==> config.mk <==
export PLATFORM = sky130hd
export DESIGN_NAME = router_local_ni_flat
export DESIGN_NICKNAME = d
export VERILOG_FILES = /design/src/rtl/router_local_ni_if.sv /design/src/rtl/router_local_ni.sv /design/src/flat_wrapper.sv
export SDC_FILE = /design/constraint.sdc
export NUM_CORES = 1
export LEC_CHECK = 0
export CORE_AREA = 2 2 159 161
export CTS_CLUSTER_DIAMETER = 30
export DETAILED_ROUTE_END_ITERATION = 10
export DIE_AREA = 0 0 161 163
export PLACE_DENSITY = 0.78
export SLEW_MARGIN = 10
export SYNTH_ARGS = -nofsm -noshare
export SYNTH_HDL_FRONTEND = slang
export SYNTH_SLANG_ARGS = --single-unit
export TNS_END_PERCENT = 1
==> constraint.sdc <==
create_clock -name clk -period 2.75 [get_ports clk]
set_clock_uncertainty 0.1 [all_clocks]
set_input_delay 0.275 -clock clk [delete_from_list [all_inputs] [get_ports clk]]
set_output_delay 0.275 -clock clk [all_outputs]
set_load 0.02 [all_outputs]
==> src/rtl/router_local_ni_if.sv <==
// Interface bundle for the router local-port network interface.
// Groups the tile-side handshakes, the router-side req/ack links and the
// status flags; clock and reset stay plain ports on the module.
interface router_local_ni_if #(
  parameter int DATA_W = 32
);
  // Tile inject side
  logic              tx_valid;
  logic              tx_ready;
  logic [DATA_W-1:0] tx_flit;
  // Tile eject side
  logic              rx_valid;
  logic              rx_ready;
  logic [DATA_W-1:0] rx_flit;
  // Router local input (inject direction)
  logic              net_req_out;
  logic [DATA_W-1:0] net_flit_out;
  logic              net_ack_in;
  // Router local output (eject direction)
  logic              net_req_in;
  logic [DATA_W-1:0] net_flit_in;
  logic              net_ack_out;
  // Status
  logic              tx_stalled;
  logic              rx_overflow;
  logic [7:0]        rx_drop_cnt;

  // Network interface view
  modport slave (
    input  tx_valid, tx_flit, rx_ready, net_ack_in, net_req_in, net_flit_in,
    output tx_ready, rx_valid, rx_flit, net_req_out, net_flit_out, net_ack_out,
           tx_stalled, rx_overflow, rx_drop_cnt
  );

  // Tile plus router view
  modport master (
    output tx_valid, tx_flit, rx_ready, net_ack_in, net_req_in, net_flit_in,
    input  tx_ready, rx_valid, rx_flit, net_req_out, net_flit_out, net_ack_out,
           tx_stalled, rx_overflow, rx_drop_cnt
  );
endinterface

==> src/rtl/router_local_ni.sv <==
// Local-port network interface: an inject FIFO drained by a SEND/WAIT
// retry FSM toward the router, and an eject FIFO that captures every flit
// the router pushes out, dropping and counting flits when it is full.
module router_local_ni #(
  parameter int DATA_W      = 32,
  parameter int TX_DEPTH    = 4,
  parameter int RX_DEPTH    = 4,
  parameter int RETRY_LIMIT = 15
) (
  input logic               clk,
  input logic               rst_n,
  router_local_ni_if.slave  bus
);

  localparam int TPW = $clog2(TX_DEPTH);
  localparam int TCW = TPW + 1;
  localparam int RPW = $clog2(RX_DEPTH);
  localparam int RCW = RPW + 1;

  typedef enum logic [1:0] {
    ST_IDLE = 2'd0,
    ST_SEND = 2'd1,
    ST_WAIT = 2'd2
  } state_e;

  function automatic logic [7:0] sat_inc8(input logic [7:0] v);
    return (v == 8'hFF) ? v : v + 8'd1;
  endfunction

  // ---------------- inject side ----------------
  logic [DATA_W-1:0] tx_mem [TX_DEPTH];
  logic [TPW-1:0]    tx_wr_ptr_q, tx_rd_ptr_q;
  logic [TCW-1:0]    tx_cnt_q, tx_cnt_d;
  logic              tx_full, tx_empty, tx_push, tx_pop;

  state_e            state_q, state_d;
  logic [7:0]        retry_q, retry_d;
  logic              net_req;

  assign tx_full  = (tx_cnt_q == TCW'(TX_DEPTH));
  assign tx_empty = (tx_cnt_q == '0);
  assign tx_push  = bus.tx_valid && !tx_full;

  assign bus.tx_ready     = !tx_full;
  assign bus.net_req_out  = net_req;
  assign bus.net_flit_out = tx_mem[tx_rd_ptr_q];
  assign bus.tx_stalled   = (retry_q >= 8'(RETRY_LIMIT));

  // Inject storage write; payload is not reset
  always_ff @(posedge clk) begin
    if (tx_push) tx_mem[tx_wr_ptr_q] <= bus.tx_flit;
  end

  // Inject occupancy: simultaneous push and pop leave the count unchanged
  always_comb begin
    tx_cnt_d = tx_cnt_q + TCW'(tx_push) - TCW'(tx_pop);
  end

  // Inject pointers and count
  always_ff @(posedge clk or negedge rst_n) begin
    if (!rst_n) begin
      tx_wr_ptr_q <= '0;
      tx_rd_ptr_q <= '0;
      tx_cnt_q    <= '0;
    end else begin
      if (tx_push) tx_wr_ptr_q <= tx_wr_ptr_q + TPW'(1);
      if (tx_pop)  tx_rd_ptr_q <= tx_rd_ptr_q + TPW'(1);
      tx_cnt_q <= tx_cnt_d;
    end
  end

  // Inject FSM next state: one-cycle req, then wait for the registered ack
  always_comb begin
    state_d = state_q;
    retry_d = retry_q;
    net_req = 1'b0;
    tx_pop  = 1'b0;
    case (state_q)
      ST_IDLE: begin
        if (!tx_empty) state_d = ST_SEND;
      end
      ST_SEND: begin
        net_req = 1'b1;
        state_d = ST_WAIT;
      end
      ST_WAIT: begin
        if (bus.net_ack_in) begin
          tx_pop  = 1'b1;
          retry_d = 8'd0;
          // Decided on pre-edge occupancy; a same-cycle push is picked up from IDLE
          state_d = (tx_cnt_q > TCW'(1)) ? ST_SEND : ST_IDLE;
        end else begin
          retry_d = sat_inc8(retry_q);
          state_d = ST_SEND;
        end
      end
      default: state_d = ST_IDLE;
    endcase
  end

  // Inject FSM state and retry counter
  always_ff @(posedge clk or negedge rst_n) begin
    if (!rst_n) begin
      state_q <= ST_IDLE;
      retry_q <= 8'd0;
    end else begin
      state_q <= state_d;
      retry_q <= retry_d;
    end
  end

  // ---------------- eject side ----------------
  logic [DATA_W-1:0] rx_mem [RX_DEPTH];
  logic [RPW-1:0]    rx_wr_ptr_q, rx_rd_ptr_q;
  logic [RCW-1:0]    rx_cnt_q, rx_cnt_d;
  logic              rx_full, rx_empty, rx_push, rx_pop, rx_drop;
  logic              ack_q, ovf_q;
  logic [7:0]        drop_q;

  assign rx_full  = (rx_cnt_q == RCW'(RX_DEPTH));
  assign rx_empty = (rx_cnt_q == '0);
  assign rx_push  = bus.net_req_in && !rx_full;
  assign rx_drop  = bus.net_req_in && rx_full;
  assign rx_pop   = !rx_empty && bus.rx_ready;

  assign bus.rx_valid    = !rx_empty;
  assign bus.rx_flit     = rx_mem[rx_rd_ptr_q];
  assign bus.net_ack_out = ack_q;
  assign bus.rx_overflow = ovf_q;
  assign bus.rx_drop_cnt = drop_q;

  // Eject storage write; payload is not reset
  always_ff @(posedge clk) begin
    if (rx_push) rx_mem[rx_wr_ptr_q] <= bus.net_flit_in;
  end

  // Eject occupancy: a pop never makes room for a push into a full FIFO
  always_comb begin
    rx_cnt_d = rx_cnt_q + RCW'(rx_push) - RCW'(rx_pop);
  end

  // Eject pointers, count, capture ack and drop accounting
  always_ff @(posedge clk or negedge rst_n) begin
    if (!rst_n) begin
      rx_wr_ptr_q <= '0;
      rx_rd_ptr_q <= '0;
      rx_cnt_q    <= '0;
      ack_q       <= 1'b0;
      ovf_q       <= 1'b0;
      drop_q      <= 8'd0;
    end else begin
      if (rx_push) rx_wr_ptr_q <= rx_wr_ptr_q + RPW'(1);
      if (rx_pop)  rx_rd_ptr_q <= rx_rd_ptr_q + RPW'(1);
      rx_cnt_q <= rx_cnt_d;
      ack_q    <= rx_push;
      if (rx_drop) begin
        ovf_q  <= 1'b1;
        drop_q <= sat_inc8(drop_q);
      end
    end
  end

endmodule
==> src/flat_wrapper.sv <==
// flat-port wrapper written by rule: the top's interface ports become plain ports
module router_local_ni_flat 
#(
  parameter int DATA_W      = 32,
  parameter int TX_DEPTH    = 4,
  parameter int RX_DEPTH    = 4,
  parameter int RETRY_LIMIT = 15
)
  (clk, rst_n, bus_tx_valid, bus_tx_flit, bus_rx_ready, bus_net_ack_in, bus_net_req_in, bus_net_flit_in, bus_tx_ready, bus_rx_valid, bus_rx_flit, bus_net_req_out, bus_net_flit_out, bus_net_ack_out, bus_tx_stalled, bus_rx_overflow, bus_rx_drop_cnt);
  router_local_ni_if #(.DATA_W(DATA_W)) bus_i ();
  input logic clk;
  input logic rst_n;
  input wire logic [$bits(bus_i.tx_valid)-1:0] bus_tx_valid;
  input wire logic [$bits(bus_i.tx_flit)-1:0] bus_tx_flit;
  input wire logic [$bits(bus_i.rx_ready)-1:0] bus_rx_ready;
  input wire logic [$bits(bus_i.net_ack_in)-1:0] bus_net_ack_in;
  input wire logic [$bits(bus_i.net_req_in)-1:0] bus_net_req_in;
  input wire logic [$bits(bus_i.net_flit_in)-1:0] bus_net_flit_in;
  output wire logic [$bits(bus_i.tx_ready)-1:0] bus_tx_ready;
  output wire logic [$bits(bus_i.rx_valid)-1:0] bus_rx_valid;
  output wire logic [$bits(bus_i.rx_flit)-1:0] bus_rx_flit;
  output wire logic [$bits(bus_i.net_req_out)-1:0] bus_net_req_out;
  output wire logic [$bits(bus_i.net_flit_out)-1:0] bus_net_flit_out;
  output wire logic [$bits(bus_i.net_ack_out)-1:0] bus_net_ack_out;
  output wire logic [$bits(bus_i.tx_stalled)-1:0] bus_tx_stalled;
  output wire logic [$bits(bus_i.rx_overflow)-1:0] bus_rx_overflow;
  output wire logic [$bits(bus_i.rx_drop_cnt)-1:0] bus_rx_drop_cnt;
  assign bus_i.tx_valid = bus_tx_valid;
  assign bus_i.tx_flit = bus_tx_flit;
  assign bus_i.rx_ready = bus_rx_ready;
  assign bus_i.net_ack_in = bus_net_ack_in;
  assign bus_i.net_req_in = bus_net_req_in;
  assign bus_i.net_flit_in = bus_net_flit_in;
  assign bus_tx_ready = bus_i.tx_ready;
  assign bus_rx_valid = bus_i.rx_valid;
  assign bus_rx_flit = bus_i.rx_flit;
  assign bus_net_req_out = bus_i.net_req_out;
  assign bus_net_flit_out = bus_i.net_flit_out;
  assign bus_net_ack_out = bus_i.net_ack_out;
  assign bus_tx_stalled = bus_i.tx_stalled;
  assign bus_rx_overflow = bus_i.rx_overflow;
  assign bus_rx_drop_cnt = bus_i.rx_drop_cnt;
  router_local_ni #(.DATA_W(DATA_W), .TX_DEPTH(TX_DEPTH), .RX_DEPTH(RX_DEPTH), .RETRY_LIMIT(RETRY_LIMIT)) u_core (.clk(clk), .rst_n(rst_n), .bus(bus_i));
endmodule
After elaboration in Yosys (flattened, before gate mapping)
Memory sizes are Yosys's and may differ from the RTL's.
Cells that the tools add are included.
{ "word_totals": {"reg_bits": 34, "latch_bits": 0, "ram_bits": 256, "rom_bits": 0, "in_bits": 70, "word_cells": 59, "n_memories": 2} }
{ "mem_list": {"columns": ["memory", "words", "width", "read_ports", "rd_clocked_by_memory_dff", "wr", "line_no", "rtl"], "rows": [
  ["u_core.rx_mem", 4, 32, 1, 0, 1, "router_local_ni.sv:113", "logic [DATA_W-1:0] rx_mem [RX_DEPTH];"],
  ["u_core.tx_mem", 4, 32, 1, 0, 1, "router_local_ni.sv:31", "logic [DATA_W-1:0] tx_mem [TX_DEPTH];"]
]} }
{ "classes": {"n_addsub": 10, "mul": 0, "n_div": 0, "n_lt_le_gt_ge": 2, "eq_ne": 8, "shift": 0, "mux": 13, "bitwise_logic": 1, "n_reduce_logical": 12} }
{ "op_table": {"columns": ["op", "n"], "rows": [
  ["adder 8 x 1 -> 8 bit, second input constant", 2],
  ["equality test 8 bit, second input constant", 2],
  ["2-to-1 mux 8 bit", 2],
  ["adder 2 x 1 -> 2 bit, second input constant", 4],
  ["greater-or-equal comparator 8 x 4 -> 1 bit, second input constant", 1],
  ["2-to-1 mux 1 bit", 8],
  ["adder 3 x 1 -> 3 bit", 2],
  ["equality test 3 bit, second input constant", 2],
  ["zero test 3 bit", 2],
  ["one-hot mux 2 bit (3 select lines)", 1],
  ["subtractor 3 x 1 -> 3 bit", 2],
  ["logical AND 1 bit", 4],
  ["2-to-1 mux 2 bit", 2],
  ["inequality test 2 bit, second input constant", 2],
  ["AND reduction 2 bit", 2],
  ["> comparator 3 x 1 -> 1 bit, second input constant", 1],
  ["zero test 1 bit", 3],
  ["equality test 2 x 1 -> 1 bit, second input constant", 1],
  ["equality test 2 bit, second input constant", 1],
  ["zero test 2 bit", 1],
  ["NOT 1 bit", 1]
]} }

Logic depth before layout (Yosys ltp)
Gate-level depths: netlist of the first run.
{ "logic_depth": {"depth_word": 5, "mapped_depth": 9, "depth_no_buf": 8} }

Least setup slack after synthesis of the first run
Ideal clock, no wire load.
{ "synth_timing": {"path_type": "register -> register", "from": "register u_core.tx_cnt_q[2]", "to": "memory u_core.tx_mem[0][0] (enable)", "arrival_time_ps": 1736, "required_ps": 2258, "slack_ps": 521, "stages_incl_launch_ff": 4, "path_buffers": 1, "period_less_slack_ps": 2229, "path_cell_list": "dfrtp_1 or3b_1 clkbuf_1 and3_1"} }
{ "synth_via": {"elab_chain_cells": 5} }
{ "synth_rtl": {"columns": ["element", "line_no", "rtl"], "rows": [
  ["start: declaration", "router_local_ni.sv:33", "logic [TCW-1:0] tx_cnt_q, tx_cnt_d;"],
  ["start signal: assignment", "router_local_ni.sv:68", "tx_cnt_q <= tx_cnt_d;"],
  ["equality test 3 bit", "router_local_ni.sv:40", "assign tx_full = (tx_cnt_q == TCW'(TX_DEPTH));"],
  ["zero test 1 bit", null, null],
  ["named net bus_tx_ready", "flat_wrapper.sv:19", "output wire logic [$bits(bus_i.tx_ready)-1:0] bus_tx_ready;"],
  ["logical AND 1 bit", "router_local_ni.sv:42", "assign tx_push = bus.tx_valid && !tx_full;"],
  ["2-to-1 mux 1 bit", "router_local_ni.sv:51", "if (tx_push) tx_mem[tx_wr_ptr_q] <= bus.tx_flit;"],
  ["2-to-1 mux 1 bit (not written as such)", "router_local_ni.sv:51", null],
  ["end: declaration", "router_local_ni.sv:31", null]
]} }
The timed path passes the listed nets, and every way through them passes these cells.

Worst setup path after layout of the first run
{ "layout_timing": {"from": "register u_core.rx_rd_ptr_q[0]", "to": "output port bus_rx_flit[15]"} }
{ "layout_via": {"elab_chain_cells": 1} }
{ "layout_rtl": {"columns": ["element", "line_no", "rtl"], "rows": [
  ["start: declaration", "router_local_ni.sv:114", "logic [RPW-1:0] rx_wr_ptr_q, rx_rd_ptr_q;"],
  ["start signal: assignment", "router_local_ni.sv:153", "if (rx_pop) rx_rd_ptr_q <= rx_rd_ptr_q + RPW'(1);"],
  ["memory read (4 x 32 bit)", null, null],
  ["end: declaration", "flat_wrapper.sv:21", "output wire logic [$bits(bus_i.rx_flit)-1:0] bus_rx_flit;"]
]} }
Every way passes these cells.

==> results_dict.tcl, run 1 <==
set metrics [dict create \
    slew_headroom 0.4781 \
    synthArstFlopShare 0.1172 \
    yosysWarnings 0 \
    synth.avg_cell_area_um2 21.43 \
    grt_max_degree 35 \
    status "complete, no violations" \
    grt_use_total 0.1680 \
    grt_pass1_vias 6221 \
    drt_iter0_drc 467 \
    critPathLaunchType "register" \
    drv_cap 0 \
    io_pins 148 \
    holdCritPathClass "in2async" \
    totalPowerFinal_mw 18.20 \
    startpoint "u_core.rx_rd_ptr_q[0]" \
    required_ns 2.38 \
    yosysSeqAreaShare 0.7661 \
    dr_total_vias 5766 \
    cts_tree "yes" \
    pre_cts_slack_ns 0.4156 \
    drt.antenna.violating_nets 0 \
    hold_violations 0 \
    arrival_ns 2.35 \
    power.leakage_nw 5.290 \
    grt_overflow 0 \
    synth_seq_cells 290 \
    synthFlopType "edfxtp_1" \
    syn_area_um2 11140 \
    routed_wl_mm 22.52 \
    synth_edf_count 256 \
    crit_fanout 12 \
    clock_path_buffers 3 \
    finalSetupTns_ns 0 \
    fillCellCount 1717 \
    drt_pass1_iterations 5 \
    core_um2 24670 \
    nets 803 \
    synth.net_count 607 \
    clockRootBuffer "clkbuf_16" \
    clock.fmax_mhz 367.0 \
    dieArea_um2 26240 \
    wl_per_cell_um 20.64 \
    netlist_instances 520 \
    start_util 0.4517 \
    portBuffers 147 \
    rr_startpoint "u_core.rx_cnt_q[1]" \
    stdcell_count 1091 \
    post_cts_buffers 0 \
    grt_pass1_wl_mm 34.00 \
    pwr_density_cell_nw_per_um2 1214 \
    dp_hpwl_mm 13.17 \
    worst_pin_slew_ns 0.7829 \
    vdd_drop_max_v 0.001075 \
    syn_to_final_growth_pct 34.56 \
    finalCritPeriodShare 0.9907 \
    hold_ws_ns 0.2358 \
    clkSinkCount 290 \
    final_layout_size_suffix_gt1_frac 0.2395 \
    antenna_found_initial 1 \
    rrSetupSlack_ns 0.52 \
    place_inst 990 \
    viasPerCell 5.285 \
    cts-buffers-inserted 52 \
    setup_viol 0 \
    slew_violations 0 \
    setup_slack_ns 0.02548 \
    clkLatencyLatePin_ns 0.55 \
    die_x_um 161 \
    row_count 58 \
    synth.distinct_cells 50 \
    fp.dieH_um 163 \
    clk_pin_slew_ns 0.05 \
    ctsHtreeMaxLevel 2 \
    end_kind "output port" \
    finalCriticalPeriod_ns 2.725 \
    critical_path_class "reg2out" \
    drc 0 \
    place.gp.congestion 0.7941 \
]
==> critical path, stage by stage, from the launching register on <==
cell	delay, ns
dfrtp_2	0.46
clkbuf_16	0.23
mux4_2	0.56
clkdlybuf4s50_1	0.57
==> cell usage after synthesis, drive strengths merged, types with 3 or more instances <==
cell | count | area [um2]
clkbuf | 8 | 30.03
xnor2 | 6 | 52.55
a31oi | 3 | 18.77
o41ai | 3 | 26.28
nor2b | 5 | 31.28
nor2 | 3 | 11.26
edfxtp | 256 | 7687
dfrtp | 34 | 850.8
ha | 15 | 187.7
a21oi | 3 | 15.01
a211oi | 4 | 30.03
mux4 | 64 | 1441
nand3 | 9 | 45.04
nor4 | 3 | 18.77
and2 | 8 | 50.05
and3 | 7 | 45.05
and4 | 3 | 27.53
buf | 15 | 93.84
nand2 | 12 | 45.04
inv | 20 | 75.07
xor2 | 6 | 52.55
mux2 | 4 | 45.04
==> cell type report <==
class	count	area, um2	share of cell area
tap	330	412.9	0.02753
antenna	1	2.502	0.0001669
inverter	20	75.07	0.005006
clock inverter	35	485.5	0.03237
sequential	290	8542	0.5696
clock buffer	63	1363	0.09086
timing repair buffer	165	1705	0.1137
multi-input combinational	187	2410	0.1607
==> state kept, by name, indices dropped and copies added, names as in the netlist <==
register and flops:
u_core.rx_cnt_q 3, u_core.tx_rd_ptr_q 2, u_core.retry_q 8, u_core.bus.rx_drop_cnt 8, u_core.state_q 2, u_core.rx_mem 128
u_core.tx_wr_ptr_q 2, u_core.tx_mem 128, u_core.rx_wr_ptr_q 2, u_core.bus.rx_overflow 1, u_core.bus.net_ack_out 1, u_core.rx_rd_ptr_q 2
u_core.tx_cnt_q 3
==> layer usage <==
layer	vias up	wire length, um	track usage
li1	2546	-	-
met1	2991	8983	0.2110
met3	36	1085	0.03259
met2	193	12040	0.2934
met5	-	0	0
met4	0	412	0.06006
==> placed cells by master, fill, tap and decap left out, types with 8 or more instances in the layout <==
master / instances
dlygate4sd2_1: 29
nand3_1: 9
mux4_2: 64
and2_1: 8
clkbuf_1: 9
dfrtp_1: 31
clkbuf_16: 53
inv_1: 20
bufinv_16: 8
ha_1: 14
edfxtp_1: 256
nand2_1: 12
buf_12: 8
clkdlybuf4s50_1: 112
==> stage by stage <==
stage,utilization,instance area [um2]
after global placement,0.5318,13120
final,0.6078,15000
after global routing,0.6078,15000
after CTS,0.6057,14950
after floorplan,-,11140
after detailed placement,0.5318,13120
==> report_power, final <==
part / switching (mW) / internal (mW)
Combinational: 2.76 / 2.57
Sequential: 0.483 / 5.85
Clock: 2.19 / 4.34
==> final timing paths <==
| check | to | cells after the start |
|---|---|---|
| min in group clk | u_core.tx_mem[0][15] | 1 |
| worst min register to register | u_core.bus.rx_overflow | 1 |
| worst min-delay path | u_core.tx_cnt_q[0] | 2 |
| max in group asynchronous | u_core.rx_rd_ptr_q[0] | 2 |
| worst max register to register | u_core.rx_cnt_q[2] | 8 |
| worst max-delay path | bus_rx_flit[15] | 3 |
==> repair_timing <==
action / in CTS / in global routing
pin swaps: 0 / 0
setup endpoints to repair: 30 / 7
hold buffers: 1 / 0
endpoints found under the hold margin: 34 / 0
gates resized for setup: 30 / 8
cloned: 0 / 1
==> logic make-up after synthesis <==
| logic type | synth area share |
|---|---|
| DFF | 0.7661 |
| muxes | 0.1343 |
| and+or+nand+nor | 0.03065 |
| buffers and inverters | 0.01785 |
| AOI/OAI and AO/OA | 0.02122 |
| adders and majority gates | 0.02043 |
| xor gates and xnor gates | 0.009431 |
No activity file was read; power rests on OpenSTA's default activity.
==> run 2: changes to the inputs <==
Settings changed: CORE_AREA 2 2 159 161 to 2 2 146 148, DIE_AREA 0 0 161 163 to 0 0 148 150, PLACE_DENSITY 0.78 to 0.89.
==> run 2 against run 1 <==
Non-clock buffer count is 1 higher. Via count is 1.2% higher. Worst setup slack better by 0.055 ns. Largest power group is now registers. Sequential share of layout area rose by 1.7 points. Routed wire length rose by 5.7%. Cell count is 6.6% lower. Sequential power is essentially flat.
==> results_dict.tcl, run 2 (synthesis gave the netlist of run 1 again) <==
set metrics [dict create \
    nets 796 \
    p_comb_frac 0.314 \
    mostFrequentLayoutCells "edfxtp_1 (256), clkdlybuf4s50_1 (132), mux4_2 (64), clkbuf_16 (44), dfrtp_1 (32)" \
    drt_iter0_drc 301 \
    setup_slack_ns 0.08068 \
    layout_commonest_cell "edfxtp_1" \
    clkSinkCount 290 \
    cts_tree "yes" \
    routed_wl_mm 23.81 \
    place_area_um2 12980 \
    dr_total_vias 5838 \
    wl_per_cell_um 23.37 \
    clockPowerShare 0.324 \
    slew_violations 0 \
    p_int_mw 12.13 \
    status "complete, no violations" \
    n_antenna_cell 0 \
    viasPerCell 5.729 \
    start_util 0.5386 \
    place_inst 935 \
    slew_headroom 0.6678 \
    rr_worst_depth 8 \
    grt_pass1_vias 6488 \
    power.leakage_nw 5.078 \
    use_met3 0.04146 \
    io_pins 148 \
    finalCritPeriodShare 0.9707 \
    grtUsageMet2 0.3968 \
    cts-buffers-inserted 44 \
    stdcell_count 1019 \
    fin_area_um2 14550 \
    switchingPower_mw 5.333 \
    pre_cts_slack_ns 0.4034 \
    setup_viol 0 \
    grt_use_total 0.2209 \
    dp_hpwl_mm 13.93 \
    place.gp.congestion 0.8608 \
    reg.largest.list "u_core.rx_mem x128, u_core.tx_mem x128" \
    grt_overflow 0 \
    finalCriticalPeriod_ns 2.669 \
    die_x_um 148 \
    ctsHtreeMaxLevel 2 \
    totalPowerFinal_mw 17.46 \
    required_ns 2.38 \
    dieArea_um2 22200 \
    antenna_found_initial 0 \
    arrival_ns 2.29 \
    critPathLaunchType "register" \
    drc 0 \
    clock.fmax_mhz 374.6 \
    holdCritPathClass "in2async" \
    pwr_density_cell_nw_per_um2 1200 \
    fp.dieH_um 150 \
    cp_cell_sequence "buf_6 -> mux4_2 -> clkdlybuf4s50_1" \
    final_layout_size_suffix_gt1_frac 0.2258 \
    fillCellCount 1239 \
    crit_fanout 17 \
    clk_pin_slew_ns 0.06 \
    end_kind "output port" \
    portBuffers 147 \
    row_count 53 \
    rsz0062_at_grt "true" \
    gr-max-usage-layer "met2" \
    clkLatencyLatePin_ns 0.53 \
    syn_to_final_growth_pct 30.59 \
    grt_max_degree 35 \
    grt_pass1_wl_mm 36.77 \
    drt.antenna.violating_nets 0 \
    hold_ws_ns 0.08420 \
    worst_pin_slew_ns 0.4983 \
    hold_violations 0 \
    clock_path_buffers 3 \
    swShare 0.3054 \
    drt_pass1_iterations 5 \
    vdd_drop_max_v 0.0007713 \
    met1_usage 0.2658 \
    postCtsHoldBufs 0 \
    drv_cap 0 \
    core_um2 20690 \
    worst_path_largest_cell_delay_ns 0.59 \
    clockRootBuffer "clkbuf_16" \
    p_seq_frac 0.361 \
    critical_path_class "reg2out" \
    crit_slowest_cell "mux4_2" \
]
-- run 2: changes by cell type in the layout (fill, tap and decap cells not counted), moves of 2 or more --
cell             previous run  this run
buf_12                      8         2
buf_4                       6        14
clkbuf_1                    9         5
clkbuf_16                  53        44
clkbuf_8                    2         0
clkdlybuf4s50_1           112       132
dlygate4sd2_1              29        13
dlymetal6s2s_1              5         2
-- run 2: power groups by stage --
stage	combinational [mW]	clock, mW	sequential, mW
floorplan	3.30	0	6.22
global placement	5.31	0	6.25
detailed placement	5.47	0	6.36
CTS	5.59	5.75	6.31
global route	5.85	5.94	6.39
finish	5.48	5.67	6.31
-- run 2: area by class of cell --
| cell class | instances | area (um2) | area share |
|---|---|---|---|
| clock buffer | 49 | 1120 | 0.07694 |
| clock inverter | 32 | 404.1 | 0.02777 |
| inverter | 20 | 75.07 | 0.005158 |
| multi-input combinational | 187 | 2410 | 0.1656 |
| sequential | 290 | 8541 | 0.5868 |
| tap | 275 | 344.1 | 0.02364 |
| timing repair buffer | 166 | 1660 | 0.1141 |
-- run 2: path summary, 6_finish.rpt --
kind | start | end | slack (ns)
worst max-delay path | u_core.rx_rd_ptr_q[0] | bus_rx_flit[30] | 0.08
worst min-delay path | rst_n | u_core.rx_cnt_q[1] | 0.08
worst max register to register | u_core.rx_cnt_q[1] | u_core.rx_cnt_q[2] | 0.45
worst min register to register | u_core.bus.rx_overflow | u_core.bus.rx_overflow | 0.37
max in group asynchronous | rst_n | u_core.rx_rd_ptr_q[0] | 2.10
min in group clk | bus_tx_flit[31] | u_core.tx_mem[1][31] | 0.29
-- run 2: per-stage QoR --
stage / utilization / TNS (ns)
3_5_place_dp: 0.6275 / 0
2_1_floorplan: - / 0
4_1_cts: 0.7031 / -0.004640
3_3_place_gp: 0.6275 / 0
5_1_grt: 0.7034 / -0.01783
6_report: 0.7034 / 0
-- run 2: routing by layer --
layer	routed length, um	vias to the layer above	part of all wire
met3	1332	65	0.056
met5	0	-	0
li1	-	2529	-
met4	764	0	0.032
met1	8733	3015	0.37
met2	12980	229	0.55
-- run 2: worst max-delay path, delay by kind of cell, from the launching register on --
kind                   cells  cell delay [ns]
buffers and inverters      2             0.82
multiplexers               1             0.59
flip-flops                 1             0.38
-- run 2: timing repair --
item / 4_1_cts / 5_1_grt
gates cloned: 1 / 0
endpoints found under the setup margin: 46 / 6
gates resized for setup: 15 / 3
setup buffers: 2 / 0
==> run 3: changes to the inputs <==
Settings changed: TNS_END_PERCENT 1 to default.
==> run 3 against run 2 <==
Critical path depth stayed put. First-iteration DRC count is the same. Clock power barely moved. Combinational power about the same. Cell area is essentially flat. Non-clock buffer count stayed put. Critical path type unchanged. Critical endpoint unchanged.
==> results_dict.tcl, run 3 (synthesis gave the netlist of run 1 again) <==
set metrics [dict create \
    status "complete, no violations" \
    drt_pass1_iterations 5 \
    layout_commonest_cell "edfxtp_1" \
    clk_pin_slew_ns 0.06 \
    ctsHtreeMaxLevel 2 \
    crit_slowest_cell "mux4_2" \
    grt_use_total 0.2209 \
    totalPowerFinal_mw 17.46 \
    drt.antenna.violating_nets 0 \
    grt_overflow 0 \
    worst_path_largest_cell_delay_ns 0.59 \
    dieArea_um2 22200 \
    clock_path_buffers 3 \
    clock.fmax_mhz 374.6 \
    worst_pin_slew_ns 0.4983 \
    r2r_end "u_core.rx_cnt_q[2]" \
    portBuffers 147 \
    finalCriticalPeriod_ns 2.669 \
    viasPerCell 5.729 \
    cts_tree "yes" \
    finalCritPeriodShare 0.9707 \
    row_count 53 \
    multiInputGateArea_um2 2410 \
    end_kind "output port" \
    arrival_ns 2.29 \
    core_um2 20690 \
    startpoint "u_core.rx_rd_ptr_q[0]" \
    pwr_density_cell_nw_per_um2 1200 \
    grt_pass1_wl_mm 36.77 \
    fillCellCount 1239 \
    holdCritPathClass "in2async" \
    antenna_found_initial 0 \
    final_layout_size_suffix_gt1_frac 0.2258 \
    io_pins 148 \
    reg.largest.list "u_core.rx_mem x128, u_core.tx_mem x128" \
    dp_hpwl_mm 13.93 \
    rr_worst_depth 8 \
    drv_cap 0 \
    slew_violations 0 \
    setup_viol 0 \
    rr_startpoint "u_core.rx_cnt_q[1]" \
    finalSetupTns_ns 0 \
    mostFrequentLayoutCells "edfxtp_1 (256), clkdlybuf4s50_1 (132), mux4_2 (64), clkbuf_16 (44), dfrtp_1 (32)" \
    grt_max_degree 35 \
    cp_cell_sequence "buf_6 -> mux4_2 -> clkdlybuf4s50_1" \
    dr_total_vias 5838 \
    vdd_drop_max_v 0.0007713 \
    grt_pass1_vias 6488 \
    critPathLaunchType "register" \
    cts-buffers-inserted 44 \
    rsz0062_at_grt "true" \
    final_core_util 0.7033 \
    die_x_um 148 \
    clkLatencyLatePin_ns 0.53 \
    drt_iter0_drc 301 \
    required_ns 2.38 \
    hold_violations 0 \
    drc 0 \
    n_antenna_cell 0 \
    routed_wl_mm 23.81 \
    rrSetupSlack_ns 0.45 \
    syn_to_final_growth_pct 30.56 \
    power.leakage_nw 5.070 \
    clockRootBuffer "clkbuf_16" \
    clkSinkCount 290 \
    critical_path_class "reg2out" \
    start_util 0.5386 \
    hold_ws_ns 0.08421 \
    crit_fanout 17 \
    place.gp.congestion 0.8608 \
    slew_headroom 0.6678 \
    wl_per_cell_um 23.37 \
    fp.dieH_um 150 \
    regArea_um2 8541 \
    nets 796 \
]
run 3: cell count changes in the layout (fill, tap and decap cells not counted), sizes merged:
cell and delta:
dlygate4sd2 +1, dlymetal6s2s -1
run 3: timing repair:
action                                  4_1_cts  5_1_grt
setup buffers                                 2        0
hold buffers                                  0        0
endpoints found under the setup margin       46        5
gates cloned                                  1        0
gates resized for setup                      16        2
run 3: layout make-up:
type                    instances  area share
multi-input cells             187      0.1656
clock inverters                32     0.02778
inverters                      20    0.005160
flip-flops and latches        290      0.5870
well taps                     275     0.02365
clock buffers                  49     0.07696
repair buffers                166      0.1139
run 3: power by group:
group          total (mW)  internal (mW)  switching [mW]
Clock                5.67           3.64            2.02
Sequential           6.31           5.85           0.458
Combinational        5.48           2.63            2.85
Total                17.5           12.1            5.33
run 3: layer usage:
layer,wire (um),GRT usage,vias to the layer above,part of all wire
met4,764,0.08714,0,0.032
met1,8731,0.2658,3015,0.37
met3,1332,0.04146,65,0.056
met5,0,0,-,0
li1,-,-,2529,-
met2,12980,0.3968,229,0.55
run 3: critical path: cells and delay by family, from the launching register on:
kind | cells | cell delay [ns]
DFF | 1 | 0.38
buffers and inverters | 2 | 0.82
muxes | 1 | 0.59
run 3: how the worst max path moves through the flow:
stage,slack [ns],cells after the start,endpoint
after floorplan,0.52,3,u_core.tx_mem[0][0]
after global placement,0.48,3,bus_net_flit_out[1]
after detailed placement,0.40,9,u_core.rx_cnt_q[2]
after CTS,0.0009,3,bus_net_flit_out[19]
after global routing,-0.008,3,bus_rx_flit[31]
final,0.08,3,bus_rx_flit[30]
run 3: stage by stage:
stage | instance area, um2 | cells | setup slack, ns
after detailed placement | 12980 | 935 | 0.4034
after global routing | 14550 | 1019 | -0.008048
after CTS | 14550 | 1019 | 0.0009421
after global placement | 12980 | 935 | 0.4759
final | 14550 | 1019 | 0.08068
after floorplan | 11140 | 520 | 0.5214
